**src/rtl/hazard_ctrl.sv**
```systemverilog
// hazard_ctrl: pipeline enable/flush control for the 5-stage MIPS datapath.
// Holds EX and ID redirect requests until a fetch (ihit) consumes the flush,
// inserts load-use bubbles, freezes the front end during data-memory waits,
// and enters a sticky HALTED state when a HALT reaches MEM/WB.
// Optional build macro: HAZ_PERF_EN adds saturating stall_cnt / flush_cnt.
module hazard_ctrl #(
  parameter int unsigned REGW = 5
) (
  input  logic            CLK,
  input  logic            nRST,
  input  logic            ihit,
  input  logic            dhit,
  input  logic            exmem_dREN,
  input  logic            exmem_dWEN,
  input  logic            idex_dREN,
  input  logic [REGW-1:0] idex_dest,
  input  logic [REGW-1:0] ifid_rs,
  input  logic [REGW-1:0] ifid_rt,
  input  logic            ifid_uses_rt,
  input  logic            jump_id,
  input  logic            branch_ex,
  input  logic            halt_wb,
  output logic            pc_en,
  output logic            ifid_en,
  output logic            ifid_flush,
  output logic            idex_en,
  output logic            idex_flush,
  output logic            exmem_en,
  output logic            exmem_flush,
  output logic            memwb_en,
  output logic            memwb_flush,
  output logic            halt
`ifdef HAZ_PERF_EN
  ,
  output logic [15:0]     stall_cnt,
  output logic [15:0]     flush_cnt
`endif
);

  typedef enum logic {
    RUN    = 1'b0,
    HALTED = 1'b1
  } state_e;

  state_e state_q, state_d;
  logic   pend_id_q, pend_id_d;
  logic   pend_ex_q, pend_ex_d;

  logic   mem_busy;
  logic   redir_ex;
  logic   redir_id;
  logic   load_use;
  logic   consume;

  // Hazard condition decode shared by outputs and next-state logic
  always_comb begin
    mem_busy = (exmem_dREN | exmem_dWEN) & ~dhit;
    redir_ex = branch_ex | pend_ex_q;
    redir_id = jump_id | pend_id_q;
    load_use = idex_dREN & (idex_dest != '0) &
               ((idex_dest == ifid_rs) | (ifid_uses_rt & (idex_dest == ifid_rt)));
    consume  = ihit & ~mem_busy;
  end

  // Per-stage enables/flushes; first matching hazard rule wins
  always_comb begin
    pc_en       = 1'b0;
    ifid_en     = 1'b0;
    ifid_flush  = 1'b0;
    idex_en     = 1'b0;
    idex_flush  = 1'b0;
    exmem_en    = 1'b0;
    exmem_flush = 1'b0;
    memwb_en    = 1'b0;
    memwb_flush = 1'b0;
    halt        = 1'b0;
    if (!nRST) begin
      // everything held low while reset is asserted
    end else if (state_q == HALTED) begin
      halt = 1'b1;
    end else if (mem_busy) begin
      memwb_en    = 1'b1;
      memwb_flush = 1'b1;
    end else if (redir_ex) begin
      pc_en      = ihit;
      ifid_flush = 1'b1;
      idex_flush = 1'b1;
      exmem_en   = ihit;
      memwb_en   = ihit;
    end else if (redir_id) begin
      pc_en      = ihit;
      ifid_flush = 1'b1;
      idex_en    = ihit;
      exmem_en   = ihit;
      memwb_en   = ihit;
    end else if (load_use) begin
      idex_flush = 1'b1;
      exmem_en   = ihit;
      memwb_en   = ihit;
    end else begin
      pc_en    = ihit;
      ifid_en  = ihit;
      idex_en  = ihit;
      exmem_en = ihit;
      memwb_en = ihit;
    end
  end

  // Next state and pending-redirect bookkeeping
  always_comb begin
    state_d   = state_q;
    pend_id_d = pend_id_q;
    pend_ex_d = pend_ex_q;
    if (state_q == RUN) begin
      if (halt_wb) state_d = HALTED;
      pend_ex_d = redir_ex & ~consume;
      pend_id_d = redir_id & ~consume & ~redir_ex;
    end
  end

  // State and pending-bit registers
  always_ff @(posedge CLK or negedge nRST) begin
    if (!nRST) begin
      state_q   <= RUN;
      pend_id_q <= 1'b0;
      pend_ex_q <= 1'b0;
    end else begin
      state_q   <= state_d;
      pend_id_q <= pend_id_d;
      pend_ex_q <= pend_ex_d;
    end
  end

`ifdef HAZ_PERF_EN
  logic        stall_evt;
  logic        flush_evt;
  logic [15:0] stall_cnt_q, stall_cnt_d;
  logic [15:0] flush_cnt_q, flush_cnt_d;

  // Event qualification and saturating increment for the perf counters
  always_comb begin
    stall_evt   = (state_q == RUN) &
                  (mem_busy | (~redir_ex & ~redir_id & load_use));
    flush_evt   = (state_q == RUN) & consume & (redir_ex | redir_id);
    stall_cnt_d = stall_cnt_q;
    flush_cnt_d = flush_cnt_q;
    if (stall_evt && (stall_cnt_q != 16'hFFFF)) stall_cnt_d = 16'(stall_cnt_q + 16'd1);
    if (flush_evt && (flush_cnt_q != 16'hFFFF)) flush_cnt_d = 16'(flush_cnt_q + 16'd1);
  end

  // Perf counter registers
  always_ff @(posedge CLK or negedge nRST) begin
    if (!nRST) begin
      stall_cnt_q <= 16'd0;
      flush_cnt_q <= 16'd0;
    end else begin
      stall_cnt_q <= stall_cnt_d;
      flush_cnt_q <= flush_cnt_d;
    end
  end

  assign stall_cnt = stall_cnt_q;
  assign flush_cnt = flush_cnt_q;
`endif

endmodule

```
**config.mk**
```make
export PLATFORM = sky130hd
export DESIGN_NAME = hazard_ctrl
export DESIGN_NICKNAME = d
export VERILOG_FILES = /design/src/rtl/hazard_ctrl.sv
export SDC_FILE = /design/constraint.sdc
export NUM_CORES = 1
export LEC_CHECK = 0
export CAP_MARGIN = 5
export CORE_MARGIN = 4
export CORE_UTILIZATION = 29
export CTS_CLUSTER_DIAMETER = 60
export DETAILED_ROUTE_END_ITERATION = 8
export GPL_TIMING_DRIVEN = 0
export PLACE_DENSITY = 0.83
export RECOVER_POWER = 100
export SLEW_MARGIN = 25
export SYNTH_ARGS = -nofsm -noshare
export SYNTH_HDL_FRONTEND = slang
export SYNTH_SLANG_ARGS = --single-unit
```
**constraint.sdc**
```tcl
create_clock -name CLK -period 2 [get_ports CLK]
set_clock_uncertainty 0.15 [all_clocks]
set_input_delay 0.2 -clock CLK [delete_from_list [all_inputs] [get_ports CLK]]
set_output_delay 0.2 -clock CLK [all_outputs]
set_load 0.05 [all_outputs]
```
==> flow_results.org <==
** Run status
- The flow ran to the end, and the final reports show no timing, DRC or antenna violations.

** Setup path
- Nature of the critical path endpoint :: output pin
- The critical path is of the input port to output pin type.
- The largest individual stage delay along the critical path comes from the cell or4_4.
- Data required, critical path :: around 1.7 ns
- In this run the worst path has a maximum fanout of 3.
- The signal on the critical path passes through dlygate4sd2_1, or4_4, o21ai_2, nor4_1, a21o_1, buf_4.
- Crit path DAT :: ~1.6 ns
- STA classifies the critical path startpoint as an input port.
- Delay of the slowest critical-path stage :: between 0.5 and 0.6 ns
- The worst register-to-register path has a depth of 3.
- Number of buffers and inverters on the critical path :: 2
- Kind of cell with the highest combined delay on the critical path :: simple AND/OR/NAND/NOR gates
- Counting buffers and inverters, the worst setup path is 6 cells deep.

** Power
- Overall power :: approximately 0.30 mW
- In this run the power density over the cells is roughly 380 nW/µm².
- Pleak :: approximately 0.33 nW
- IR drop worst, VDD :: between 0.0003 and 0.0004 V

** Logic synthesis
- The most used flip-flop cell after synthesis is dfrtp_1.
- Dominant cells by area after synthesis :: xnor2_1 23%, dfrtp_1 20%, nor2_1 6.9%
- Number of synthesized register bits :: 3
- In this run the cell area of the synthesized design comes to approximately 380 µm².
- Mapped Cells :: 53
- Asr flop ratio synth :: 100%
- Synth Warn # :: 0
- In this run, distinct cell masters in the synthesized netlist total 23.
- Count of flip-flops with a built-in enable after synthesis :: 0
- Post-synth net total :: a little under 80
- Summed over its instances, the top area cell type makes up about 23% of the synthesized netlist area.
- The biggest area contributor in the post-synthesis netlist is xnor2_1.
- A synthesized cell averages about 7.2 µm².
- Portion of the post-synthesis area used by sequential elements :: about 20%

** Placement
- Count of port buffers added during placement :: 34
- Once detailed placement completed, the half-perimeter wirelength came to approximately 1000 µm.
- Including well taps, the total number of placed cells is around 100.
- OpenSTA, run right after detailed placement, puts the worst setup slack at -0.792 ns.
- Final weighted congestion in routability-driven placement :: slightly above 0.7

** Clock network
- Inserted Clock Buffers :: 3
- Clock edge transition at the registers on the reported setup and hold paths :: roughly 0.040 ns
- Clock latency at the later pin of the worst-skew pair :: between 0.2 and 0.25 ns
- The root buffer cell chosen for the clock tree is clkbuf_4.
- Number of sinks handled by clock tree synthesis :: 3
- CTS H-tree lvls :: 1
- TritonCTS built the clock tree.
- Cts-stage hold buffer count :: 0
- CTS max path bufs :: 2

** Timing
- Unrepaired setup endpoints after global routing :: no
- Part of the cycle the worst path needs :: slightly below 100%
- Final min period :: between 1.5 and 2 ns
- The total count of max-transition violations in the final report was 0.
- Timing would allow up to just over 500 MHz.
- Final Hold Vio Count :: 0
- Count of endpoints failing setup in the final report :: 0
- Sum Neg Setup Slack :: 0 ns
- Across all setup checks in the final design, the least slack found is 0.0348 ns.

** Global routing
- Global-route total usage across every layer :: between 10% and 20%
- Summed over all layers, the global routing overflow is 0.
- The number of global-route vias before repair is around 480.
- Entering global routing, the biggest net connects 8 pins.
- Antenna violations before repair :: 0
- Wire length of the first global-routing pass :: 2010 µm

** Layout
- Area occupied by registers :: between 70 and 80 µm²
- Relative to the synthesized area, the layout overhead comes to 107%.
- Area used by multi-input combinational logic :: roughly 330 µm²
- The layout has around 110 filler cells.
- Number of diodes added for antenna fixing :: 0
- NumNets Final :: 120
- Cells with a size suffix above 1 make up between 20% and 30% of the layout.
- Count of placed standard cells in the final layout, fillers left out :: 107

** Detailed routing
- Routed WL per cell :: ~12 µm
- The final route contains around 510 vias.
- Drt first pass iters :: 4
- Iteration-0 DRC count of the detailed router :: 12
- Wire length after detailed routing :: 1260 µm
- After detailed routing, the number of remaining DRC violations is 0.
- Number of routed nets with antenna violations :: 0
- Detailed-route vias per instance :: approximately 4.8

** Floorplan
- Horizontal die dimension :: approximately 44 µm
- DIE HEIGHT :: 44.3 µm
- Area of the core :: ~1200 µm²
- Total Die Area :: 1960 µm²
- Pin placement for this block handled 36 I/O pins.
- Row cnt :: 12
- Initial core utilization :: 32.6%

** Flow run
- Max-cap violation count :: 0

** Worst hold path
- Worst hold path type :: input port to asynchronous set/reset pin
registers in the layout (all words and copies together) (netlist names):
name       count
pend_id_q      1
state_q        1
pend_ex_q      1
what timing repair did:
item | CTS | global route
endpoints found under the hold margin | 0 | 0
gates cloned | 0 | 0
setup buffers | 1 | 1
endpoints found under the setup margin | 9 | 4
gates resized for setup | 42 | 3
pin swaps | 1 | 4
layout by cell type (no fill, tap or decap), types with 2 or more instances in the layout:
cell and n:
nand2_1 5, a21oi_1 3, nor2_1 7, dlygate4sd2_1 7, clkdlybuf4s50_1 20, nand4_1 2, dfrtp_1 3, clkbuf_2 2
inv_1 2, a21oi_2 2, nand3_1 2, buf_4 6, xnor2_1 10, clkbuf_4 4
worst register-to-register path: stages (launching register included):
cell     delay [ns]
dfrtp_1        0.40
nor2_1         0.20
a21oi_1        0.09
nor2_1         0.11
cells in the mapped netlist, drive strengths merged, types with 2 or more instances:
| cell type | number |
|---|---|
| xnor2 | 10 |
| nor2 | 7 |
| a21oi | 5 |
| nand2 | 5 |
| dfrtp | 3 |
| a31oi | 2 |
| inv | 2 |
| nand3 | 2 |
| nand4 | 2 |
| nor4 | 2 |
per-layer routing:
layer / vias up / GRT usage [%] / wire length (µm)
met5: - / 0 / 0
met4: 0 / 8.43 / 17
met1: 215 / 16.5 / 478
met2: 25 / 22.7 / 663
li1: 267 / - / -
met3: 2 / 0.813 / 94
area by class of cell:
cell class / instances / area share [%]
timing repair buffer: 36 / 41.5
tap: 14 / 2.22
buffer: 1 / 0.949
multi-input combinational: 47 / 41.6
sequential: 3 / 9.49
inverter: 2 / 0.949
clock buffer: 4 / 3.32
cells by family after synthesis:
family	Yosys count	synth area share [%]
AOI/OAI and AO/OA	13	22.3
and+or+nand+nor	23	30.2
DFF	3	19.7
buffers and inverters	3	3.94
other	1	0.983
xor gates and xnor gates	10	22.9
through the flow:
| stage | area (µm²) | util, % | hold WS [ns] |
|---|---|---|---|
| global placement | 753 | 64.3 | 0.293 |
| finish | 791 | 67.5 | 0.0594 |
| global route | 791 | 67.5 | 0.0715 |
| CTS | 796 | 67.9 | 0.0427 |
| floorplan | 395 | - | -0.246 |
| detailed placement | 753 | 64.3 | 0.294 |
path summary, 6_finish.rpt:
path / from / end / slack, ns
max: idex_dest[1] / idex_flush / 0.03
min: nRST / pend_ex_q / 0.06
max reg2reg: pend_ex_q / pend_id_q / 0.98
min reg2reg: state_q / state_q / 0.37
max in group asynchronous: nRST / state_q / 1.42
min in group CLK: state_q / state_q / 0.37
where the power goes:
group	internal [mW]	switching (mW)
Combinational	0.0712	0.0523
Clock	0.0748	0.0322
Sequential	0.0659	0.00525
Total	0.212	0.0897
Note: power is estimated with default switching activity, not from simulation.
